===== config.mk =====
export PLATFORM = sky130hd
export DESIGN_NAME = shift_unit_ctrl
export DESIGN_NICKNAME = d
export VERILOG_FILES = /design/src/rtl/shift_unit_ctrl.sv
export SDC_FILE = /design/constraint.sdc
export NUM_CORES = 1
export LEC_CHECK = 0
export CORE_MARGIN = 2
export CORE_UTILIZATION = 60
export CTS_CLUSTER_DIAMETER = 200
export DETAILED_ROUTE_END_ITERATION = 6
export GPL_TIMING_DRIVEN = 0
export PLACE_DENSITY = 0.89
export SYNTH_ARGS = -nofsm -noshare
export SYNTH_HDL_FRONTEND = slang
export SYNTH_HIERARCHICAL = 1
export SYNTH_SLANG_ARGS = --single-unit

===== constraint.sdc =====
create_clock -name clk -period 4.5 [get_ports clk]
set_input_delay 0.675 -clock clk [delete_from_list [all_inputs] [get_ports clk]]
set_output_delay 0.675 -clock clk [all_outputs]
set_load 0.01 [all_outputs]

===== src/rtl/shift_unit_ctrl.sv =====
// Shift/rotate sequencer around one 32-bit logical barrel shifter.
// Rotates are built only when SHIFT_UNIT_CTRL_ROTATE_EN is defined; otherwise ROL/ROR report an error.

module barrel_shifter (
  input  logic [31:0] din,
  input  logic [4:0]  amt,
  input  logic        dir,
  output logic [31:0] dout
);

  logic [31:0] stage [0:5];

  assign stage[0] = din;

  // One power-of-two stage per amount bit; dir 0 = left, 1 = right.
  genvar gi;
  generate
    for (gi = 0; gi < 5; gi++) begin : g_stage
      localparam int unsigned SH = 1 << gi;
      assign stage[gi+1] = !amt[gi] ? stage[gi]
                         : (dir ? (stage[gi] >> SH) : (stage[gi] << SH));
    end
  endgenerate

  assign dout = stage[5];

endmodule

module shift_unit_ctrl (
  input  logic        clk,
  input  logic        rst_n,
  input  logic        in_valid,
  output logic        in_ready,
  input  logic [2:0]  in_op,
  input  logic [31:0] in_data,
  input  logic [4:0]  in_amt,
  output logic        out_valid,
  input  logic        out_ready,
  output logic [31:0] out_data,
  output logic        out_err,
  output logic        busy
);

  typedef enum logic [1:0] {IDLE, PASS1, PASS2, DONE} state_e;
  typedef enum logic [2:0] {
    OP_SLL = 3'd0,
    OP_SRL = 3'd1,
    OP_SRA = 3'd2,
    OP_ROL = 3'd3,
    OP_ROR = 3'd4
  } op_e;

  state_e      state_reg, state_next;
  logic [2:0]  op_reg;
  logic [31:0] data_reg;
  logic [4:0]  amt_reg;
  logic [31:0] partial_reg;
  logic [31:0] result_reg;
  logic        err_reg;

  logic        op_legal;
  logic        is_rot;
  logic        two_pass;
  logic [31:0] sh_din;
  logic [4:0]  sh_amt;
  logic        sh_dir;
  logic [31:0] sh_dout;
  logic [31:0] pass2_result;

  barrel_shifter u_shifter (
    .din  (sh_din),
    .amt  (sh_amt),
    .dir  (sh_dir),
    .dout (sh_dout)
  );

`ifdef SHIFT_UNIT_CTRL_ROTATE_EN
  logic [4:0] rot_amt;
  // amt is nonzero whenever the rotate second pass runs, so 32-amt fits in 5 bits.
  assign rot_amt  = 5'(6'd32 - {1'b0, amt_reg});
  assign is_rot   = (op_reg == OP_ROL) || (op_reg == OP_ROR);
  assign op_legal = (op_reg <= OP_ROR);
`else
  assign is_rot   = 1'b0;
  assign op_legal = (op_reg <= OP_SRA);
`endif

  assign two_pass = (op_reg == OP_SRA) || (is_rot && (amt_reg != 5'd0));

  // Shifter inputs stay at zero except in the two pass states.
  always_comb begin
    sh_din = 32'd0;
    sh_amt = 5'd0;
    sh_dir = 1'b0;
    case (state_reg)
      PASS1: begin
        if (op_legal) begin
          sh_din = data_reg;
          sh_amt = amt_reg;
          sh_dir = (op_reg == OP_SRL) || (op_reg == OP_SRA) || (op_reg == OP_ROR);
        end
      end
      PASS2: begin
        if (op_reg == OP_SRA) begin
          sh_din = 32'hFFFF_FFFF;
          sh_amt = amt_reg;
          sh_dir = 1'b1;
        end
`ifdef SHIFT_UNIT_CTRL_ROTATE_EN
        else if (op_reg == OP_ROL) begin
          sh_din = data_reg;
          sh_amt = rot_amt;
          sh_dir = 1'b1;
        end else if (op_reg == OP_ROR) begin
          sh_din = data_reg;
          sh_amt = rot_amt;
          sh_dir = 1'b0;
        end
`endif
      end
      default: ;
    endcase
  end

  // SRA fills vacated high bits with the sign via the inverted all-ones mask.
  always_comb begin
    pass2_result = partial_reg | sh_dout;
    if (op_reg == OP_SRA)
      pass2_result = partial_reg | (data_reg[31] ? ~sh_dout : 32'd0);
  end

  always_comb begin
    state_next = state_reg;
    case (state_reg)
      IDLE:    if (in_valid) state_next = PASS1;
      PASS1:   state_next = two_pass ? PASS2 : DONE;
      PASS2:   state_next = DONE;
      DONE:    if (out_ready) state_next = IDLE;
      default: state_next = IDLE;
    endcase
  end

  always_ff @(posedge clk or negedge rst_n) begin
    if (!rst_n)
      state_reg <= IDLE;
    else
      state_reg <= state_next;
  end

  always_ff @(posedge clk or negedge rst_n) begin
    if (!rst_n) begin
      op_reg      <= 3'd0;
      data_reg    <= 32'd0;
      amt_reg     <= 5'd0;
      partial_reg <= 32'd0;
      result_reg  <= 32'd0;
      err_reg     <= 1'b0;
    end else begin
      case (state_reg)
        IDLE: begin
          if (in_valid) begin
            op_reg   <= in_op;
            data_reg <= in_data;
            amt_reg  <= in_amt;
          end
        end
        PASS1: begin
          partial_reg <= sh_dout;
          result_reg  <= op_legal ? sh_dout : 32'd0;
          err_reg     <= !op_legal;
        end
        PASS2: begin
          result_reg <= pass2_result;
          err_reg    <= 1'b0;
        end
        default: ;
      endcase
    end
  end

  assign in_ready  = (state_reg == IDLE);
  assign out_valid = (state_reg == DONE);
  assign busy      = (state_reg != IDLE);
  assign out_data  = result_reg;
  assign out_err   = err_reg;

endmodule


==> impl_metrics.yaml, run 1 <==
outcome:
  outcome: "completed"
clock_tree:
  cts_hold_buffers: 0
  cts_tree: "done"
  clockBufferDepth: 2
  clock_sinks: 107
  cts_buffers: 9
  cts-root-buf: "clkbuf_16"
  htree_levels: 3
  clk_pin_slew_ns: 0.08
  insertion_delay_ns: 0.36
sta:
  worstMarginPinSlew_ns: 0.862
  slew_violations: 0
  fmax_mhz: 223
  finalSetupTns_ns: 0
  hold_viol: 0
  finalCritPeriodShare: 0.995
  finalCriticalPeriod_ns: 4.48
  finClkSkew_ns: 0.0111
  setup_violations: 0
  slew-limit-headroom: 0.423
synth:
  ys_seq_elements: 107
  syn-num-nets: 1172
  synthTopCellsByArea: "dfrtp_1, mux2_2, mux2i_1"
  syn_area_mm2: 0.00955
  synth_ff_type: "dfrtp_1"
  yosys_warnings: 6
  synth_top_area_frac: 0.280
  yosysTopAreaCell: "dfrtp_1"
  synth_cell_types: 74
  avgSynthCellArea_um2: 8.50
  synthCells: 1124
  yosysSeqAreaShare: 0.280
  synth_edf_count: 0
  async_reset_ff_frac: 1.00
global_route:
  grt_pass1_wl_mm: 61.5
  grt_max_degree: 73
  grt_usage: 0.486
  antenna_found_initial: 0
  grt_pass1_vias: 10250
  grt.overflow.total: 0
drt:
  drt-pass1-iter-count: 7
  viasPerCell: 7.77
  drc: 0
  wl_per_cell_um: 28.9
  final_antenna_net_count: 0
  vias: 11236
  drtIter0Drc: 2620
  drt-total-wl_mm: 41.8
critical_path:
  worstSetupStartpointType: "register"
  required_ns: 4.75
  path_depth: 17
  cpPeakStageDelay_ns: 0.46
  crit_top_cell: "clkbuf_4"
  arrival_ns: 4.73
  worstPathCellList: "inv_1 > ha_2 > a21o_1 > nand3_1 > clkbuf_4 > clkbuf_4 > nor2_4 > buf_4 > clkbuf_4 > mux2i_2 > o22ai_1 > nor2_2 > o31ai_1 > nor4_2 > a31oi_1 > and4b_1 > o32ai_1"
  setup.worst_path.class: "reg -> reg"
  endpoint_kind: "register"
  cp_top_family: "buffers and inverters"
  reg2reg_depth: 17
  worst-path-buf-inv: 5
  cp_slowest_cell: "dfrtp_2"
  crit_fanout: 10
min_path:
  hp-class: "in -> async"
finish:
  drive_above_1_share: 0.245
  syn_to_final_growth_pct: 21.9
  instances_no_fill: 1447
  final_net_count: 1274
  diodes: 0
  fin_area_mm2: 0.0116
place:
  dp_hpwl_mm: 30.0
  port_buffers: 79
  gp_congestion: 1.19
  postPlaceCellArea_mm2: 0.0106
  dp_cells: 1420
power:
  power_mw: 8.35
  pwr_density_cell_mw_per_mm2: 718
  p_leak_nw: 4.26
  vdd_drop_max_uv: 512
floorplan:
  io-pin-count: 80
  start_util: 0.608
  die_w_um: 130
  rows: 46
  core_area_mm2: 0.0157
  die_area_mm2: 0.0169
  die_h_um: 130
job:
  maxCapViolations: 0
[cell usage in the layout (no fill, tap or decap), drive strengths merged, types with 14 or more instances in the layout]
| master | Yosys | final |
|---|---|---|
| nor2 | 170 | 170 |
| nand2 | 48 | 48 |
| o211ai | 17 | 17 |
| and4b | 32 | 32 |
| dfrtp | 107 | 107 |
| a21oi | 48 | 48 |
| buf | 49 | 52 |
| o22ai | 21 | 21 |
| a211oi | 43 | 43 |
| a211o | 14 | 14 |
| mux2i | 71 | 71 |
| a31oi | 41 | 41 |
| nor4b | 33 | 33 |
| nor3 | 33 | 33 |
| inv | 47 | 50 |
| clkbuf | 61 | 81 |
| o32ai | 37 | 37 |
| o21ai | 37 | 37 |
| clkdlybuf4s50 | 0 | 78 |
| mux2 | 79 | 79 |
[layout make-up]
cell class	instances	area, um^2
clock inverter	6	67.6
sequential	107	2680
buffer	109	634
timing repair buffer	92	906
clock buffer	10	229
fill	1169	4080
multi-input combinational	857	6650
tap	216	270
inverter	50	199
[timing repair]
action                                  4_1_cts  5_1_grt
pin swaps                                     0       18
setup buffers                                 0       12
gates resized for setup                      34      142
endpoints found under the setup margin       43       55
[path summary, 6_finish.rpt]
path,from,endpoint,slack [ns]
worst min register to register,data_reg[1],data_reg[1],0.51
max in group asynchronous,rst_n,partial_reg[14],3.49
worst max-delay path,state_reg[0],out_data[3],0.02
min in group clk,data_reg[1],data_reg[1],0.51
worst max register to register,state_reg[0],out_data[3],0.02
worst min-delay path,rst_n,data_reg[30],0.27
[report_power, final]
group / switching [mW] / internal, mW / leakage, nW
Clock: 0.429 / 0.394 / 0.144
Sequential: 0.251 / 1.35 / 1.36
Combinational: 3.74 / 2.19 / 2.75
[kinds of logic (layout without fill, tap and decap cells)]
| logic type | Yosys count | count (layout) | share of synthesized area |
|---|---|---|---|
| mux | 156 | 156 | 0.182 |
| simple gates | 371 | 371 | 0.204 |
| compound gates | 326 | 326 | 0.249 |
| flops | 107 | 107 | 0.280 |
| fa+ha+maj | 4 | 4 | 0.00524 |
| buf+inv | 160 | 267 | 0.0795 |
[per-layer routing]
| metal | wire [um] | vias to the layer above | global-route usage |
|---|---|---|---|
| met2 | 16900 | 1186 | 0.691 |
| met3 | 6740 | 324 | 0.196 |
| met4 | 3110 | 4 | 0.260 |
| met1 | 15000 | 5261 | 0.632 |
| li1 | - | 4461 | - |
| met5 | 117 | - | 0 |
[metrics by stage]
step           hold slack [ns]   util  setup WS (ns)
2_1_floorplan            0.379      -          0.926
3_5_place_dp             0.494  0.677         -0.518
3_3_place_gp             0.490  0.675          -1.22
5_1_grt                  0.310  0.741        -0.0180
4_1_cts                  0.288  0.705        0.00428
6_report                 0.273  0.741         0.0210
[Yosys cell counts (3+ instances only)]
| cell | instances |
|---|---|
| a211o_1 | 14 |
| a211oi_1 | 28 |
| a211oi_2 | 15 |
| a21o_1 | 7 |
| a21oi_1 | 46 |
| a221oi_1 | 3 |
| a22oi_1 | 6 |
| a311oi_1 | 5 |
| a31oi_1 | 41 |
| and2_1 | 4 |
| and3_1 | 4 |
| and4b_1 | 32 |
| buf_2 | 28 |
| buf_4 | 9 |
| buf_6 | 9 |
| clkbuf_1 | 61 |
| clkinv_1 | 3 |
| dfrtp_1 | 107 |
| ha_1 | 4 |
| inv_1 | 47 |
| mux2_2 | 78 |
| mux2i_1 | 71 |
| mux4_2 | 6 |
| nand2_1 | 48 |
| nand2b_1 | 12 |
| nand3_1 | 11 |
| nand4_1 | 3 |
| nor2_1 | 170 |
| nor2b_1 | 5 |
| nor3_1 | 32 |
| nor4_1 | 3 |
| nor4b_1 | 32 |
| o211ai_1 | 17 |
| o21a_1 | 3 |
| o21ai_0 | 35 |
| o221ai_1 | 3 |
| o22ai_1 | 21 |
| o2bb2ai_1 | 3 |
| o311ai_0 | 3 |
| o31ai_1 | 12 |
| o32ai_1 | 37 |
| or2_0 | 3 |
(Power assumes the default switching activity.)
==> run 2, diff against run 1 <==
--- a/config.mk
+++ b/config.mk
@@ -10,6 +10,7 @@
 export CTS_CLUSTER_DIAMETER = 200
 export DETAILED_ROUTE_END_ITERATION = 6
 export GPL_TIMING_DRIVEN = 0
+export HOLD_SLACK_MARGIN = 0.1
 export PLACE_DENSITY = 0.89
 export SYNTH_ARGS = -nofsm -noshare
 export SYNTH_HDL_FRONTEND = slang
==> results of run 2 <==
The final DEF is identical to that of run 1; final timing and power are the same.
==> run 3, diff against run 2 <==
--- a/config.mk
+++ b/config.mk
@@ -12,6 +12,7 @@
 export GPL_TIMING_DRIVEN = 0
 export HOLD_SLACK_MARGIN = 0.1
 export PLACE_DENSITY = 0.89
+export RECOVER_POWER = 100
 export SYNTH_ARGS = -nofsm -noshare
 export SYNTH_HDL_FRONTEND = slang
 export SYNTH_HIERARCHICAL = 1
==> impl_metrics.yaml, run 3 (synthesis gave the netlist of run 1 again) <==
outcome:
  outcome: "finished with violations"
  failed_checks: "design-rule violations, max-capacitance violations, max-slew violations, negative setup slack"
power:
  clock_power_share: 0.099
  internal_power_mw: 3.89
  switching_share: 0.531
  power.switching_mw: 4.40
  pwr_density_cell_mw_per_mm2: 714
  p_leak_nw: 4.32
  vdd_drop_max_uv: 509
  p_seq_frac: 0.193
  power_mw: 8.28
  power_frac_comb: 0.708
sta:
  worstMarginPinSlew_ns: 1.98
  finalCriticalPeriod_ns: 4.51
  setup_ws_ns: -0.00606
  hold_viol: 0
  whs_ns: 0.513
  slew_violations: 110
  setup_violations: 1
  finalCritPeriodShare: 1.00
  finalSetupTns_ns: -0.00606
  fmax_mhz: 222
  finClkSkew_ns: 0.0127
  slew-limit-headroom: -0.321
clock_tree:
  cts_tree: "done"
  clockBufferDepth: 2
  clk_pin_slew_ns: 0.08
  htree_levels: 3
  cts_hold_buffers: 0
  clock_sinks: 107
  insertion_delay_ns: 0.37
  cts_buffers: 9
  cts-root-buf: "clkbuf_16"
finish:
  mostFrequentLayoutCells: "nor2_1, dfrtp_1, mux2_2"
  syn_to_final_growth_pct: 21.4
  fin_area_mm2: 0.0116
  diodes: 0
  final_net_count: 1274
  fillCellCount: 1176
  layout_commonest_cell: "nor2_1"
  drive_above_1_share: 0.242
floorplan:
  die_area_mm2: 0.0169
  start_util: 0.608
  die_h_um: 130
  io-pin-count: 80
  rows: 46
  die_w_um: 130
  core_area_mm2: 0.0157
min_path:
  hp-class: "reg -> reg"
  hold_depth: 1
job:
  maxCapViolations: 2
drt:
  drtIter0Drc: 2390
  drt-total-wl_mm: 41.8
  viasPerCell: 7.73
  drt-pass1-iter-count: 7
  wl_per_cell_um: 28.9
  final_antenna_net_count: 0
  drc: 61
  vias: 11188
global_route:
  grt_usage: 0.486
  grt_pass1_vias: 10250
  grt_pass1_wl_mm: 61.5
  grt_max_degree: 73
  antenna_found_initial: 0
  grt.overflow.total: 0
critical_path:
  arrival_ns: 4.76
  required_ns: 4.75
  endpoint_kind: "register"
  crit_fanout: 10
  reg2reg_depth: 17
  setup.worst_path.class: "reg -> reg"
  worstSetupStartpointType: "register"
place:
  dp_hpwl_mm: 30.0
  port_buffers: 79
  gp_congestion: 1.19
  postPlaceCellArea_mm2: 0.0106
==> run 3: cell types whose count changed in the layout (fill, tap and decap cells not counted), sizes merged <==
cell / previous run / this run
clkdlybuf4s50: 78 / 42
clkbuf: 81 / 83
buf: 52 / 50
dlygate4sd3: 0 / 36
==> run 3: area by class of cell <==
class | count | area [um^2] | share of cell area
Tap cell | 216 | 270 | 0.0233
Multi-Input combinational cell | 857 | 6640 | 0.572
Timing Repair Buffer | 92 | 880 | 0.0759
Sequential cell | 107 | 2680 | 0.231
Inverter | 50 | 199 | 0.0172
Clock inverter | 6 | 67.6 | 0.00583
Buffer | 109 | 634 | 0.0547
Clock buffer | 10 | 229 | 0.0197
==> run 3: repair_timing <==
action	CTS	global route
endpoints found under the setup margin	43	55
setup buffers	0	12
pin swaps	0	18
cloned	0	0
resized for setup	34	142
==> run 3: per-stage QoR <==
step / util / cells / worst slack, ns
2_1_floorplan: - / 1124 / 0.926
3_3_place_gp: 0.675 / 1419 / -1.22
3_5_place_dp: 0.677 / 1420 / -0.518
4_1_cts: 0.705 / 1435 / 0.00428
5_1_grt: 0.738 / 1447 / -0.0180
6_report: 0.738 / 1447 / -0.00606
==> run 3: worst max-delay path: stages (launching register included) <==
cell and delay (ns):
dfrtp_2 0.46, inv_1 0.14, ha_2 0.26, a21o_1 0.14, nand3_1 0.09, clkbuf_4 0.25, clkbuf_4 0.24, nor2_4 0.16
buf_4 0.25, clkbuf_4 0.32, mux2i_2 0.32, o22ai_1 0.19, nor2_2 0.25, o31ai_1 0.15, nor4_2 0.37, a31oi_1 0.17
and4b_1 0.32, o32ai_1 0.30
==> run 3: final timing paths <==
| path | from | endpoint | slack, ns |
|---|---|---|---|
| min in group asynchronous | rst_n | data_reg[30] | 0.86 |
| worst max register to register | state_reg[0] | out_data[3] | -0.006 |
| worst min-delay path | data_reg[1] | data_reg[1] | 0.51 |
| worst max-delay path | state_reg[0] | out_data[3] | -0.006 |
| worst min register to register | data_reg[1] | data_reg[1] | 0.51 |
| max in group asynchronous | rst_n | state_reg[0] | 0.93 |
==> run 3: per-layer routing <==
metal,global-route usage,share of wire,up-vias
met2,0.691,0.40,1116
li1,-,-,4459
met5,0,0.0020,-
met4,0.260,0.075,2
met1,0.632,0.36,5277
met3,0.196,0.16,334
==> run 3: power by group through the flow <==
| stage | Combinational, mW | Sequential (mW) | Clock (mW) |
|---|---|---|---|
| after global routing | 6.03 | 1.63 | 0.870 |
| after detailed placement | 5.03 | 1.60 | 0 |
| after CTS | 5.16 | 1.58 | 0.827 |
| after floorplan | 3.33 | 1.57 | 0 |
| final | 5.86 | 1.60 | 0.823 |
| after global placement | 4.96 | 1.57 | 0 |
